===== config.mk =====
export PLATFORM = sky130hd
export DESIGN_NAME = vec_sequencer
export DESIGN_NICKNAME = d
export VERILOG_FILES = /design/src/rtl/dld_seq_pkg.sv /design/src/rtl/dwell_timer.sv /design/src/rtl/vec_sequencer.sv
export SDC_FILE = /design/constraint.sdc
export NUM_CORES = 1
export LEC_CHECK = 0
export ABC_CLOCK_PERIOD_IN_PS = 2000
export CORE_MARGIN = 2
export CORE_UTILIZATION = 42
export CTS_CLUSTER_SIZE = 12
export DETAILED_ROUTE_END_ITERATION = 8
export PLACE_DENSITY = 0.77
export SYNTH_ARGS = -nofsm -noshare
export SYNTH_HDL_FRONTEND = slang
export SYNTH_HIERARCHICAL = 1
export SYNTH_SLANG_ARGS = --single-unit

===== constraint.sdc =====
create_clock -name clk -period 2 [get_ports clk]
set_input_delay 0.4 -clock clk [delete_from_list [all_inputs] [get_ports clk]]
set_output_delay 0.4 -clock clk [all_outputs]
set_load 0.05 [all_outputs]

===== src/rtl/dld_seq_pkg.sv =====
// Shared types and widths for the 4-input test-vector sequencer.
package dld_seq_pkg;

   localparam int CODE_W  = 4;
   localparam int TRUTH_W = 16;

   typedef enum logic [1:0] {
      IDLE,
      DRIVE,
      DONE
   } seq_state_e;

endpackage


===== src/rtl/dwell_timer.sv =====
// Dwell counter: counts enabled cycles up to DWELL-1, then wraps.
module dwell_timer #(
   parameter int DWELL = 20
) (
   input  logic clk,
   input  logic rst_n,
   input  logic clr,
   input  logic en,
   output logic tc
);

   localparam int CW = $clog2(DWELL + 1);
   localparam logic [CW-1:0] TC_VAL = CW'(DWELL - 1);

   logic [CW-1:0] cnt_q, cnt_d;

   assign tc = (cnt_q == TC_VAL);

   always_comb begin
      cnt_d = cnt_q;
      if (clr)
         cnt_d = '0;
      else if (en)
         cnt_d = tc ? '0 : cnt_q + CW'(1);
   end

   always_ff @(posedge clk or negedge rst_n) begin
      if (!rst_n)
         cnt_q <= '0;
      else
         cnt_q <= cnt_d;
   end

endmodule


===== src/rtl/vec_sequencer.sv =====
// Walks codes 0..LAST onto {A,B,C,D}, each held DWELL un-held cycles.
// Define SEQ_CAPTURE_EN to record F per code into truth.
module vec_sequencer
   import dld_seq_pkg::*;
#(
   parameter int DWELL = 20,
   parameter int LAST  = 12
) (
   input  logic               clk,
   input  logic               rst_n,
   input  logic               start,
   input  logic               hold,
   output logic               A,
   output logic               B,
   output logic               C,
   output logic               D,
   output logic [CODE_W-1:0]  idx,
   output logic               busy,
   output logic               done,
   input  logic               F,
   output logic [TRUTH_W-1:0] truth
);

   localparam logic [CODE_W-1:0] LAST_C = CODE_W'(LAST);

   seq_state_e        state_q, state_d;
   logic [CODE_W-1:0] idx_q, idx_d;
   logic              busy_q, busy_d;
   logic              done_q, done_d;

   logic go, tmr_en, tc, adv;

   // start only launches a run when not already driving
   assign go     = start && (state_q != DRIVE);
   assign tmr_en = (state_q == DRIVE) && !hold;
   assign adv    = tmr_en && tc;

   dwell_timer #(
      .DWELL (DWELL)
   ) u_dwell (
      .clk   (clk),
      .rst_n (rst_n),
      .clr   (go),
      .en    (tmr_en),
      .tc    (tc)
   );

   always_comb begin
      state_d = state_q;
      idx_d   = idx_q;
      busy_d  = busy_q;
      done_d  = done_q;
      unique case (state_q)
         IDLE, DONE: begin
            if (start) begin
               state_d = DRIVE;
               idx_d   = '0;
               busy_d  = 1'b1;
               done_d  = 1'b0;
            end
         end
         DRIVE: begin
            if (adv) begin
               if (idx_q == LAST_C) begin
                  state_d = DONE;
                  busy_d  = 1'b0;
                  done_d  = 1'b1;
               end else begin
                  idx_d = idx_q + CODE_W'(1);
               end
            end
         end
         default: begin
            state_d = IDLE;
            idx_d   = '0;
            busy_d  = 1'b0;
            done_d  = 1'b0;
         end
      endcase
   end

   always_ff @(posedge clk or negedge rst_n) begin
      if (!rst_n) begin
         state_q <= IDLE;
         idx_q   <= '0;
         busy_q  <= 1'b0;
         done_q  <= 1'b0;
      end else begin
         state_q <= state_d;
         idx_q   <= idx_d;
         busy_q  <= busy_d;
         done_q  <= done_d;
      end
   end

   assign idx  = idx_q;
   assign A    = idx_q[3];
   assign B    = idx_q[2];
   assign C    = idx_q[1];
   assign D    = idx_q[0];
   assign busy = busy_q;
   assign done = done_q;

`ifdef SEQ_CAPTURE_EN
   logic [TRUTH_W-1:0] truth_q, truth_d;

   // F is taken on the last dwell cycle of each code
   always_comb begin
      truth_d = truth_q;
      if (go)
         truth_d = '0;
      else if (adv)
         truth_d[idx_q] = F;
   end

   always_ff @(posedge clk or negedge rst_n) begin
      if (!rst_n)
         truth_q <= '0;
      else
         truth_q <= truth_d;
   end

   assign truth = truth_q;
`else
   logic unused_f;
   assign unused_f = F;
   assign truth    = '0;
`endif

endmodule

Word level (Yosys, flattened, before mapping)

Cells that the tools add are included.

Flip-flop bits (word level): 13
Bits of input ports: 5
Output and inout port bits: 26
Logic and storage cells: 44

Add/sub/neg operators: 2
Eq/ne operators: 9
Multiplexer cells: 19
Reduce and logical (&&, ||, !) cells: 9

Operators with widths:

| kind                                                             | number |
|---|---|
| 5-bit two-way mux                                                | 3 |
| 4-bit two-way mux                                                | 3 |
| 4-bit case mux with 2 select lines                               | 1 |
| 1-bit two-way mux                                                | 6 |
| 2-bit two-way mux                                                | 3 |
| 2-bit != test (second input constant)                            | 3 |
| 3-bit AND reduction                                              | 2 |
| 5-bit by 1-bit adder with 5-bit output (second input constant)   | 1 |
| 5-bit == test (second input constant)                            | 1 |
| 4-bit by 1-bit adder with 4-bit output (second input constant)   | 1 |
| 4-bit == test (second input constant)                            | 1 |
| 2-bit by 1-bit != test with 1-bit output (second input constant) | 2 |
| 1-bit case mux with 2 select lines                               | 2 |
| 2-bit case mux with 2 select lines                               | 1 |
| 1-bit logical AND                                                | 3 |
| 2-bit by 1-bit == test with 1-bit output (second input constant) | 1 |
| 2-bit == test (second input constant)                            | 1 |
| 2-bit zero test                                                  | 1 |
| 2-bit nonzero test                                               | 1 |
| 2-bit OR reduction                                               | 1 |
| 1-bit zero test                                                  | 1 |

Logic depth before layout (Yosys ltp)

Gate-level depths: netlist of run 1.

Depth after elaboration: 5
Mapped depth: 6

By module

The synthesis of run 1 kept the hierarchy.

By module, submodules not included:

| module        | times used | cells each | area each (um2) |
|---|---|---|---|
| vec_sequencer | 1          | 61         | 549.3 |
| dwell_timer   | 1          | 25         | 262.8 |

Least setup slack after synthesis of run 1

No wires, ideal clock.

Path kind: register to register
From: register state_q[1]
To: register u_dwell.cnt_q[2]
Library setup time: 0.073 ns
Data arrival time: 1.571 ns
Data required time: 1.927 ns
Path slack: 0.356 ns
Cell stages (with the launch flop): 6
Path buffers: 0
Period minus slack after synthesis: 1.644 ns
Cells stage by stage: dfrtp_1 > nand2b_4 > nor2_1 > nand2_2 > a211o_1 > a21oi_2

Cells in the longest elaborated chain, start to end: 3

Ends and longest elaborated chain:

| element                                  | RTL line            | text |
|---|---|---|
| start, declared                          | vec_sequencer.sv:26 | `seq_state_e state_q, state_d;` |
| start signal, assigned                   | vec_sequencer.sv:89 | `state_q <= state_d;` |
| 2-bit by 1-bit == test with 1-bit output | vec_sequencer.sv:35 | `assign tmr_en = (state_q == DRIVE) && !hold;` |
| 1-bit logical AND                        | vec_sequencer.sv:35 |  |
| named net tmr_en                         | vec_sequencer.sv:31 | `logic go, tmr_en, tc, adv;` |
| 2-bit nonzero test (no source line)      | --                  |  |
| end signal, assigned                     | dwell_timer.sv:31   | `cnt_q <= cnt_d;` |
| end, declared                            | dwell_timer.sv:15   | `logic [CW-1:0] cnt_q, cnt_d;` |

The timed path passes the listed nets, and every way through them passes these cells.
A chain may end at the register's enable or synchronous reset.

Final worst setup path of run 1

From: register idx_q[3], in the netlist idx[3]
To: output port idx[3]

RTL lines:

| element                | RTL line            | text |
|---|---|---|
| start, declared        | vec_sequencer.sv:27 | `logic [CODE_W-1:0] idx_q, idx_d;` |
| start signal, assigned | vec_sequencer.sv:90 | `idx_q <= idx_d;` |
| end, declared          | vec_sequencer.sv:17 | `output logic [CODE_W-1:0] idx,` |

No word-level cell between the ends.

==> results of run 1 <==
-- cell families after synthesis --
logic type,Yosys count,share of synthesized area
other cells,1,0.00462
xor+xnor,2,0.0216
buf+inv,24,0.203
compound gates,16,0.126
mux,3,0.0401
simple gates,25,0.188
flops,12,0.370
fa+ha+maj,3,0.0462
-- cell usage after synthesis --
cell type | instances | area, um^2
a211o_1 | 1 | 8.76
a21oi_1 | 2 | 10.0
a21oi_2 | 1 | 8.76
a41oi_1 | 2 | 17.5
and2_1 | 1 | 6.26
and2b_1 | 1 | 7.51
and4b_2 | 1 | 11.3
buf_4 | 20 | 150
conb_1 | 1 | 3.75
dfrtp_1 | 12 | 300
ha_1 | 3 | 37.5
inv_1 | 4 | 15.0
mux2_1 | 1 | 11.3
mux2_2 | 1 | 11.3
mux2i_1 | 1 | 10.0
nand2_1 | 5 | 18.8
nand2_2 | 1 | 6.26
nand2b_4 | 1 | 13.8
nand3_1 | 2 | 10.0
nand3b_1 | 1 | 7.51
nand4_1 | 2 | 12.5
nor2_1 | 6 | 22.5
nor2b_1 | 2 | 12.5
nor2b_4 | 1 | 13.8
nor4bb_1 | 1 | 10.0
o21ai_0 | 9 | 45.0
o22ai_2 | 1 | 12.5
xnor2_1 | 2 | 17.5
-- power by group --
group | internal [uW] | leakage (uW) | switching (uW) | total (uW)
clock network | 69.7 | 0.0000138 | 71.2 | 141
logic | 172 | 0.000284 | 346 | 518
registers | 314 | 0.000144 | 92.8 | 407
total | 556 | 0.000441 | 510 | 1070
-- state kept, by name, summed over array words and instances (netlist names) --
register       cells
u_dwell/cnt_q      5
idx                4
state_q            2
busy               1
-- through the flow --
step            util  power (uW)  hold slack [ns]
3_5_place_dp   0.490         930            0.494
2_1_floorplan      -         847            0.104
3_3_place_gp   0.490         906            0.490
6_report       0.504        1070            0.475
4_1_cts        0.503        1080            0.496
5_1_grt        0.504        1140            0.530
-- how the worst max path moves through the flow --
stage	endpoint	slack, ns	cells after the start
after floorplan	u_dwell/cnt_q[2]$_DFFE_PN0P_	0.36	5
after global placement	state_q[1]$_DFFE_PN0P_	0.25	4
after detailed placement	u_dwell/cnt_q[4]$_DFFE_PN0P_	0.22	5
after CTS	A	0.08	1
after global routing	idx[3]	0.006	1
final	idx[3]	0.10	1
-- area by class of cell --
class,count,area [um^2],share of cell area
clock buffers,3,22.5,0.0253
repair buffers,13,118,0.132
multi-input cells,65,403,0.453
well taps,25,31.3,0.0352
inverters,4,15.0,0.0169
flip-flops and latches,12,300,0.338
-- per-layer routing --
| metal | vias to the layer above | routed length [um] | GRT usage |
|---|---|---|---|
| met3 | 5 | 93 | 0.0566 |
| met4 | 0 | 53 | 0.130 |
| met2 | 26 | 540 | 0.200 |
| met1 | 257 | 593 | 0.192 |
| li1 | 285 | - | - |
| met5 | - | 0 | 0 |
==> metrics.md, run 1 <==
| Metric | Value |
|---|---|
| Reg-to-reg critical path startpoint | u_dwell/cnt_q[0]$_DFFE_PN0P_ |
| Fin. Hold Viols | 0 |
| Netlist cell types | 28 |
| Die Y | 48.0 um |
| Grt ovf | 0 |
| Post-CTS Setup Bufs | 0 |
| Slew HR | 0.647 |
| Max cap viols | 0 |
| Ports | 31 |
| Critical path type | reg2out |
| DP Cell Count | 119 |
| Slowest-stage cell, CP | clkdlybuf4s50_1 |
| 1st-pass router iterations | 4 |
| Clock sink total | 12 |
| Total leakage power | 0.000441 uW |
| Place WS | 0.219 ns |
| CTS Hold Bufs | 0 |
| Routability cong. | 0.802 |
| DRT antenna net count | 0 |
| Number of DRC markers in iteration 0 | 8 |
| Post-synthesis sequential area ratio | 0.370 |
| Clk_lat worst skew | 0.27 ns |
| Worst min-delay path class | in2async |
| Via count | 573 |
| Vias in the first global route | 495 |
| Status | finished clean |
| Commonest non-fill, non-tap cell in the layout | conb_1 |
| WP data arrival | 1.50 ns |
| Final HPWL DP | 977 um |
| Antenna cells | 0 |
| Crit path launch | idx[3]$_DFFE_PN0P_ |
| R2R Setup Slk | 0.34 ns |
| CP Launch Type | register |
| Die area | 2300 um^2 |
| Clock Path Buffers | 2 |
| Post-Layout Cell Count | 122 |
| Area delta synth->final | 9.55% |
| Worst endpoint required time | 1.60 ns |
| Drt drc | 0 |
| Worst Tran Pin Value | 0.528 ns |
| Vias/cell | 4.70 |
| Nets | 107 |
| Gr usage total | 0.152 |
| DR WL/cell | 10.5 um |
| I/O Buffers | 13 |
| Layout cell share with drive strength beyond 1 | 0.165 |
| P per Cell Area | 1200 nW/um^2 |
| Final instance area | 890 um^2 |
| R2r endpoint | state_q[0]$_DFFE_PN0P_ |
| RSZ-0062 raised after global routing | false |
| Crit Path Max Fanout | 6 |
| Initial antenna violation count | 0 |
| Total wire length after detailed routing | 1.28 mm |
| H-tree levels | 1 |
| Core region area | 1760 um^2 |
| Critical Path Sink Type | output pin |
| Rows | 15 |
| Die W | 48.0 um |
| Pin count of the biggest net entering global routing | 13 |
| TNS Setup | 0 ns |
| TritonCTS clock tree | built |
| First-pass GRT wire length | 2.21 mm |
| Reg2Reg Depth | 5 |
| Starting Density | 0.460 |
| Mapped Avg Cell Area | 9.44 um^2 |
| Yosys Warn Count | 6 |
| CTS resizes | 0 |
| Top Family by Delay on Critical Path | buffers and inverters |
| Min cycle time layout | 1.90 ns |
| Synthesized instance count | 86 |
| Final worst-path setup slack | 0.104 ns |
| Crit-path max cell delay | 0.82 ns |
| CP Buf/Inv Count | 1 |
| Fillers | 169 |
| Root Driver | clkbuf_4 |
| Fin. max-slew vios | 0 |
| Layout Skew | 0.00192 ns |
| Tcrit/Tclk final | 0.948 |
| FMAX | 527 MHz |
| Post-placement cell area | 865 um^2 |
| Clock transition at path regs | 0.06 ns |
| Endpoints failing setup | 0 |
| Worst path cell trace | clkdlybuf4s50_1 |
| Worst-case vdd ir drop | 0.708 mV |
| Most frequent cells in the layout | conb_1, dfrtp_1, o21ai_0 |
| Synthesized flop and latch total | 12 |
| Post-Syn Area | 812 um^2 |
| Num CTS Buffers | 3 |
Power figures use the tool's default switching activity.
==> run 2: changes to the inputs <==
ABC_CLOCK_PERIOD_IN_PS = 1780   (was 2000)
CORE_UTILIZATION = 25   (was 42)
PLACE_DENSITY = default   (was 0.77)
clock period = 1.78 ns   (was 2 ns; I/O delays follow)
==> run 2 against run 1 <==
Compared with the run above: power rose by 18%; count of clock-buffer cells in the layout rose by 1; via count rose by 2.6%; sequential cell count did not move; first-iteration DRC count rose to 2.6 times the previous value; sequential power rose by 13%; clock power rose by 52%.
==> metrics.md, run 2 (synthesis gave the netlist of run 1 again) <==
| Metric | Value |
|---|---|
| Core region area | 3080 um^2 (+74%) |
| Commonest non-fill, non-tap cell in the layout | conb_1 |
| TritonCTS clock tree | built |
| R2R Setup Slk | 0.1 ns (-0.24 ns) |
| Clk_lat worst skew | 0.27 ns (about the same) |
| RSZ-0062 raised after global routing | false |
| Nets | 108 (+0.93%) |
| Layout Skew | 0.000589 ns (-0.00133 ns) |
| Met3 wire len | 76 um (-18%) |
| Crit Path Max Fanout | 5 (-1) |
| Clock transition at path regs | 0.07 ns (about the same) |
| Gr usage total | 0.0828 (-0.0691) |
| Worst Tran Pin Value | 0.561 ns (+0.0327 ns) |
| Antenna cells | 0 (unchanged) |
| Slew HR | 0.625 (-0.0219) |
| Layout cell share with drive strength beyond 1 | 0.232 (+0.0674) |
| Total chip power | 1260 uW (+18%) |
| Layout Utilization | 0.302 (-0.203) |
| WP data arrival | 1.84 ns (+0.34 ns) |
| Max reg flops | 5 (unchanged) |
| Worst endpoint required time | 1.93 ns (+0.33 ns) |
| Worst min-delay path class | in2async |
| Register area | 300 um^2 (unchanged) |
| Final HPWL DP | 1.02 mm (+4.6%) |
| Clock Path Buffers | 2 (unchanged) |
| Met2 WL | 603 um (+12%) |
| CTS Hold Bufs | 0 (unchanged) |
| Endpoints failing setup | 0 (unchanged) |
| Vias/cell | 4.11 (-12%) |
| CP Launch Type | register |
| DR WL/cell | 9.53 um (-9.2%) |
| Num CTS Buffers | 3 (unchanged) |
| Vias in the first global route | 493 (-0.40%) |
| Drt drc | 0 (unchanged) |
| Worst-case vdd ir drop | 0.405 mV (-43%) |
| Place WS | 0.0434 ns (-0.175 ns) |
| Starting Density | 0.264 (-0.196) |
| Final worst-path setup slack | 0.0982 ns (-0.00542 ns) |
| I/O Buffers | 13 (unchanged) |
| Die Y | 61.0 um (+27%) |
| Critical path type | reg2reg |
| Met1 WL | 661 um (+11%) |
| Max cap viols | 0 (unchanged) |
| H-tree levels | 1 (unchanged) |
| 1st-pass router iterations | 4 (unchanged) |
| Most frequent cells in the layout | conb_1, dfrtp_1, buf_4 |
| TNS Setup | 0 ns (unchanged) |
| Die W | 61.0 um (+27%) |
| Total leakage power | 0.000441 uW (about the same) |
| Root Driver | clkbuf_4 |
| Fillers | 342 (+100%) |
| Clock sink total | 12 (unchanged) |
| Tcrit/Tclk final | 0.945 |
| Total wire length after detailed routing | 1.36 mm (+6.5%) |
| Fin. max-slew vios | 0 (unchanged) |
| Biggest register | u_dwell/cnt_q |
| Die area | 3720 um^2 (+62%) |
| Pin count of the biggest net entering global routing | 13 (unchanged) |
| DRT antenna net count | 0 (unchanged) |
| Min cycle time layout | 1.68 ns |
| Number of DRC markers in iteration 0 | 21 (+13) |
| Rows | 20 (+5) |
| Area delta synth->final | 14.3% |
| Fin. Hold Viols | 0 (unchanged) |
| Routability cong. | 0.776 (-3.2%) |
| Ports | 31 (unchanged) |
| P per Cell Area | 1360 nW/um^2 (+13%) |
| FMAX | 595 MHz |
| Via count | 588 (+2.6%) |
| Top sig layer | met4 |
| Multi-input logic area | 409 um^2 (+1.6%) |
| First-pass GRT wire length | 2.19 mm (-0.95%) |
| Initial antenna violation count | 0 (unchanged) |
| Critical Path Sink Type | register |
| Grt ovf | 0 (unchanged) |
| Status | finished clean |
==> run 2: layer usage <==
layer | track usage | vias to the layer above
li1 | - | 286
met1 | 0.106 | 281
met5 | 0 | -
met3 | 0.0320 | 2
met2 | 0.118 | 19
met4 | 0.0466 | 0
==> run 2: area by class of cell <==
type,instances,area share
flip-flops and latches,12,0.323
inverters,4,0.0162
well taps,44,0.0593
clock buffers,4,0.0391
repair buffers,14,0.121
multi-input cells,65,0.441
==> run 2: report_power, final <==
group | total, uW | switching, uW | internal [uW]
Combinational | 584 | 384 | 201
Sequential | 461 | 109 | 352
Clock | 214 | 89.6 | 124
==> run 2: per-stage QoR <==
step | instance area (um^2) | std cells | hold WS [ns]
after floorplan | 868 | 101 | 0.0604
after global placement | 886 | 139 | 0.491
after detailed placement | 886 | 139 | 0.507
after CTS | 922 | 143 | 0.459
after global routing | 928 | 143 | 0.471
final | 928 | 143 | 0.443
==> run 2: timing repair <==
| item | 4_1_cts | 5_1_grt |
|---|---|---|
| buffers inserted | 0 | 0 |
| resized for setup | 0 | 1 |
| endpoints found under the setup margin | 0 | 1 |
==> run 2: path summary, 6_finish.rpt <==
path,startpoint,end,cells past startpoint
setup / recovery,u_dwell/cnt_q[0]$_DFFE_PN0P_,state_q[1]$_DFFE_PN0P_,5
hold / removal,rst_n,idx[1]$_DFFE_PN0P_,1
setup reg to reg,u_dwell/cnt_q[0]$_DFFE_PN0P_,state_q[1]$_DFFE_PN0P_,5
hold reg to reg,busy$_DFFE_PN0P_,busy$_DFFE_PN0P_,2
max in group asynchronous,rst_n,u_dwell/cnt_q[0]$_DFFE_PN0P_,1
min in group clk,busy$_DFFE_PN0P_,busy$_DFFE_PN0P_,2
==> run 2: worst max-delay path: stages (launching register included) <==
cell	delay, ns
dfrtp_1	0.41
ha_1	0.24
nor4bb_2	0.17
and2b_1	0.19
o22ai_2	0.20
mux2_1	0.36
==> run 3: changes to the inputs <==
ABC_CLOCK_PERIOD_IN_PS = 2009   (was 1780)
clock period = 2.01 ns   (was 1.78 ns; I/O delays follow)
==> run 3 against run 2 <==
Compared with the run above: register-to-register slack improved by 0.25 ns; critical path type is now reg2out; critical endpoint is now done; clock power fell by 12%; largest power group unchanged; setup slack got worse by 0.0027 ns; combinational power fell by 13%; clock skew rose by 0.0040 ns.
==> metrics.md, run 3 (synthesis gave the netlist of run 1 again) <==
| Metric | Value |
|---|---|
| Register area | 300 um^2 (unchanged) |
| CP Buf/Inv Count | 1 (+1) |
| Vias/cell | 3.96 (-3.6%) |
| First-pass GRT wire length | 2.19 mm (+0.32%) |
| Min cycle time layout | 1.91 ns |
| Crit Path Max Fanout | 4 (-1) |
| Critical Path Sink Type | output pin |
| Area delta synth->final | 14.5% |
| Via count | 563 (-4.3%) |
| Drt drc | 0 (unchanged) |
| Total wire length after detailed routing | 1.32 mm (-3.1%) |
| Clock transition at path regs | 0.08 ns (about the same) |
| Worst-case vdd ir drop | 0.309 mV (-24%) |
| Num CTS Buffers | 3 (unchanged) |
| Reg-to-reg critical path startpoint | u_dwell/cnt_q[0]$_DFFE_PN0P_ |
| Clk_lat worst skew | 0.27 ns (about the same) |
| Worst min-delay path class | in2async |
| DR WL/cell | 9.30 um (-2.4%) |
| Rows | 20 (unchanged) |
| TritonCTS clock tree | built |
| TNS Setup | 0 ns (unchanged) |
| Fillers | 334 (-2.3%) |
| I/O Buffers | 13 (unchanged) |
| Gr usage total | 0.0813 (-0.00146) |
| Top Family by Delay on Critical Path | buffers and inverters |
| Grt ovf | 0 (unchanged) |
| H-tree levels | 1 (unchanged) |
| Initial antenna violation count | 0 (unchanged) |
| Antenna cells | 0 (unchanged) |
| Vias in the first global route | 496 (+0.61%) |
| Fin. Hold Viols | 0 (unchanged) |
| Number of DRC markers in iteration 0 | 15 (-29%) |
| CTS Hold Bufs | 0 (unchanged) |
| Pin count of the biggest net entering global routing | 13 (unchanged) |
| Most frequent cells in the layout | conb_1, dfrtp_1, o21ai_0 |
| Ports | 31 (unchanged) |
| FMAX | 522 MHz |
| Worst Tran Pin Value | 0.553 ns (-0.00789 ns) |
| Final HPWL DP | 1.03 mm (+0.57%) |
| Post-CTS Setup Bufs | 0 (unchanged) |
| DRT antenna net count | 0 (unchanged) |
| 1st-pass router iterations | 4 (unchanged) |
| DP Cell Count | 138 (-0.72%) |
| Endpoints failing setup | 0 (unchanged) |
| Fin. max-slew vios | 0 (unchanged) |
| Layout Utilization | 0.302 (+0.000407) |
| Die W | 61.0 um (unchanged) |
| Layout cell share with drive strength beyond 1 | 0.173 (-0.0589) |
| Clock Path Buffers | 2 (unchanged) |
| Commonest non-fill, non-tap cell in the layout | conb_1 |
| Clock sink total | 12 (unchanged) |
| Total chip power | 1100 uW (-13%) |
| Slew HR | 0.630 (+0.00528) |
| CP Launch Type | register |
| Die Y | 61.0 um (unchanged) |
| Die area | 3720 um^2 (unchanged) |
| Routability cong. | 0.776 (about the same) |
| Critical path type | reg2out |
| Starting Density | 0.264 (unchanged) |
| RSZ-0062 raised after global routing | false |
| P per Cell Area | 1180 nW/um^2 (-13%) |
| Status | finished clean |
| WP data arrival | 1.51 ns (-0.33 ns) |
| Worst endpoint required time | 1.61 ns (-0.32 ns) |
| Min Hold Slack | 0.482 ns (+0.0389 ns) |
| Layout Skew | 0.00460 ns (+0.00401 ns) |
| Post-Layout Cell Count | 142 (-0.70%) |
| Slowest-stage cell, CP | clkdlybuf4s50_1 |
| Multi-input logic area | 403 um^2 (-1.5%) |
| Total leakage power | 0.000467 uW (+5.8%) |
| Max cap viols | 0 (unchanged) |
| Crit path launch | state_q[1]$_DFFE_PN0P_ |
| Core region area | 3080 um^2 (unchanged) |
| Worst path cell trace | clkdlybuf4s50_1 |
| Tcrit/Tclk final | 0.952 |
| Max reg flops | 5 (unchanged) |
| Crit-path max cell delay | 0.83 ns (+0.42 ns) |
| Nets | 107 (-0.93%) |
| Root Driver | clkbuf_4 |
| Biggest register | u_dwell/cnt_q |
==> run 3: changes by cell type in the layout (fill, tap and decap cells not counted) <==
| cell | change |
|---|---|
| dlymetal6s2s_1 | +2 |
| nor4bb_1 | +1 |
| nor4bb_2 | -1 |
| clkdlybuf4s50_1 | +2 |
| buf_4 | -5 |
==> run 3: routing by layer <==
metal | up-vias | wire (um) | part of all wire | GRT usage
li1 | 284 | - | - | -
met5 | - | 0 | 0 | 0
met1 | 255 | 637 | 0.48 | 0.102
met2 | 22 | 590 | 0.45 | 0.123
met3 | 2 | 74 | 0.056 | 0.0320
met4 | 0 | 19 | 0.014 | 0.0373
==> run 3: through the flow <==
| step | instance area [um^2] | setup slack (ns) |
|---|---|---|
| 2_1_floorplan | 868 | 0.366 |
| 3_3_place_gp | 888 | 0.243 |
| 3_5_place_dp | 888 | 0.225 |
| 4_1_cts | 925 | 0.0468 |
| 5_1_grt | 930 | 0.0697 |
| 6_report | 930 | 0.0955 |
==> run 3: path summary, 6_finish.rpt <==
check,to,cells past startpoint,slack [ns]
hold reg to reg,busy$_DFFE_PN0P_,2,0.51
setup reg to reg,state_q[1]$_DFFE_PN0P_,5,0.35
setup / recovery,done,1,0.1
hold / removal,idx[0]$_DFFE_PN0P_,1,0.48
max in group asynchronous,u_dwell/cnt_q[4]$_DFFE_PN0P_,1,1.16
min in group clk,busy$_DFFE_PN0P_,2,0.51
==> run 3: what timing repair did <==
action	4_1_cts	5_1_grt
endpoints found under the hold margin	0	0
gates resized for setup	0	2
endpoints found under the setup margin	0	2
==> run 3: where the power goes <==
| part | total, uW | switching, uW | internal (uW) | leakage, uW |
|---|---|---|---|---|
| clock network | 189 | 79.4 | 110 | 0.0000210 |
| registers | 402 | 89.9 | 312 | 0.000144 |
| logic | 507 | 335 | 171 | 0.000302 |
==> run 3: cell type report <==
class                   count  share of cell area
flip-flops and latches     12               0.323
repair buffers             13               0.129
clock buffers               4              0.0390
multi-input cells          65               0.433
well taps                  44              0.0592
inverters                   4              0.0162
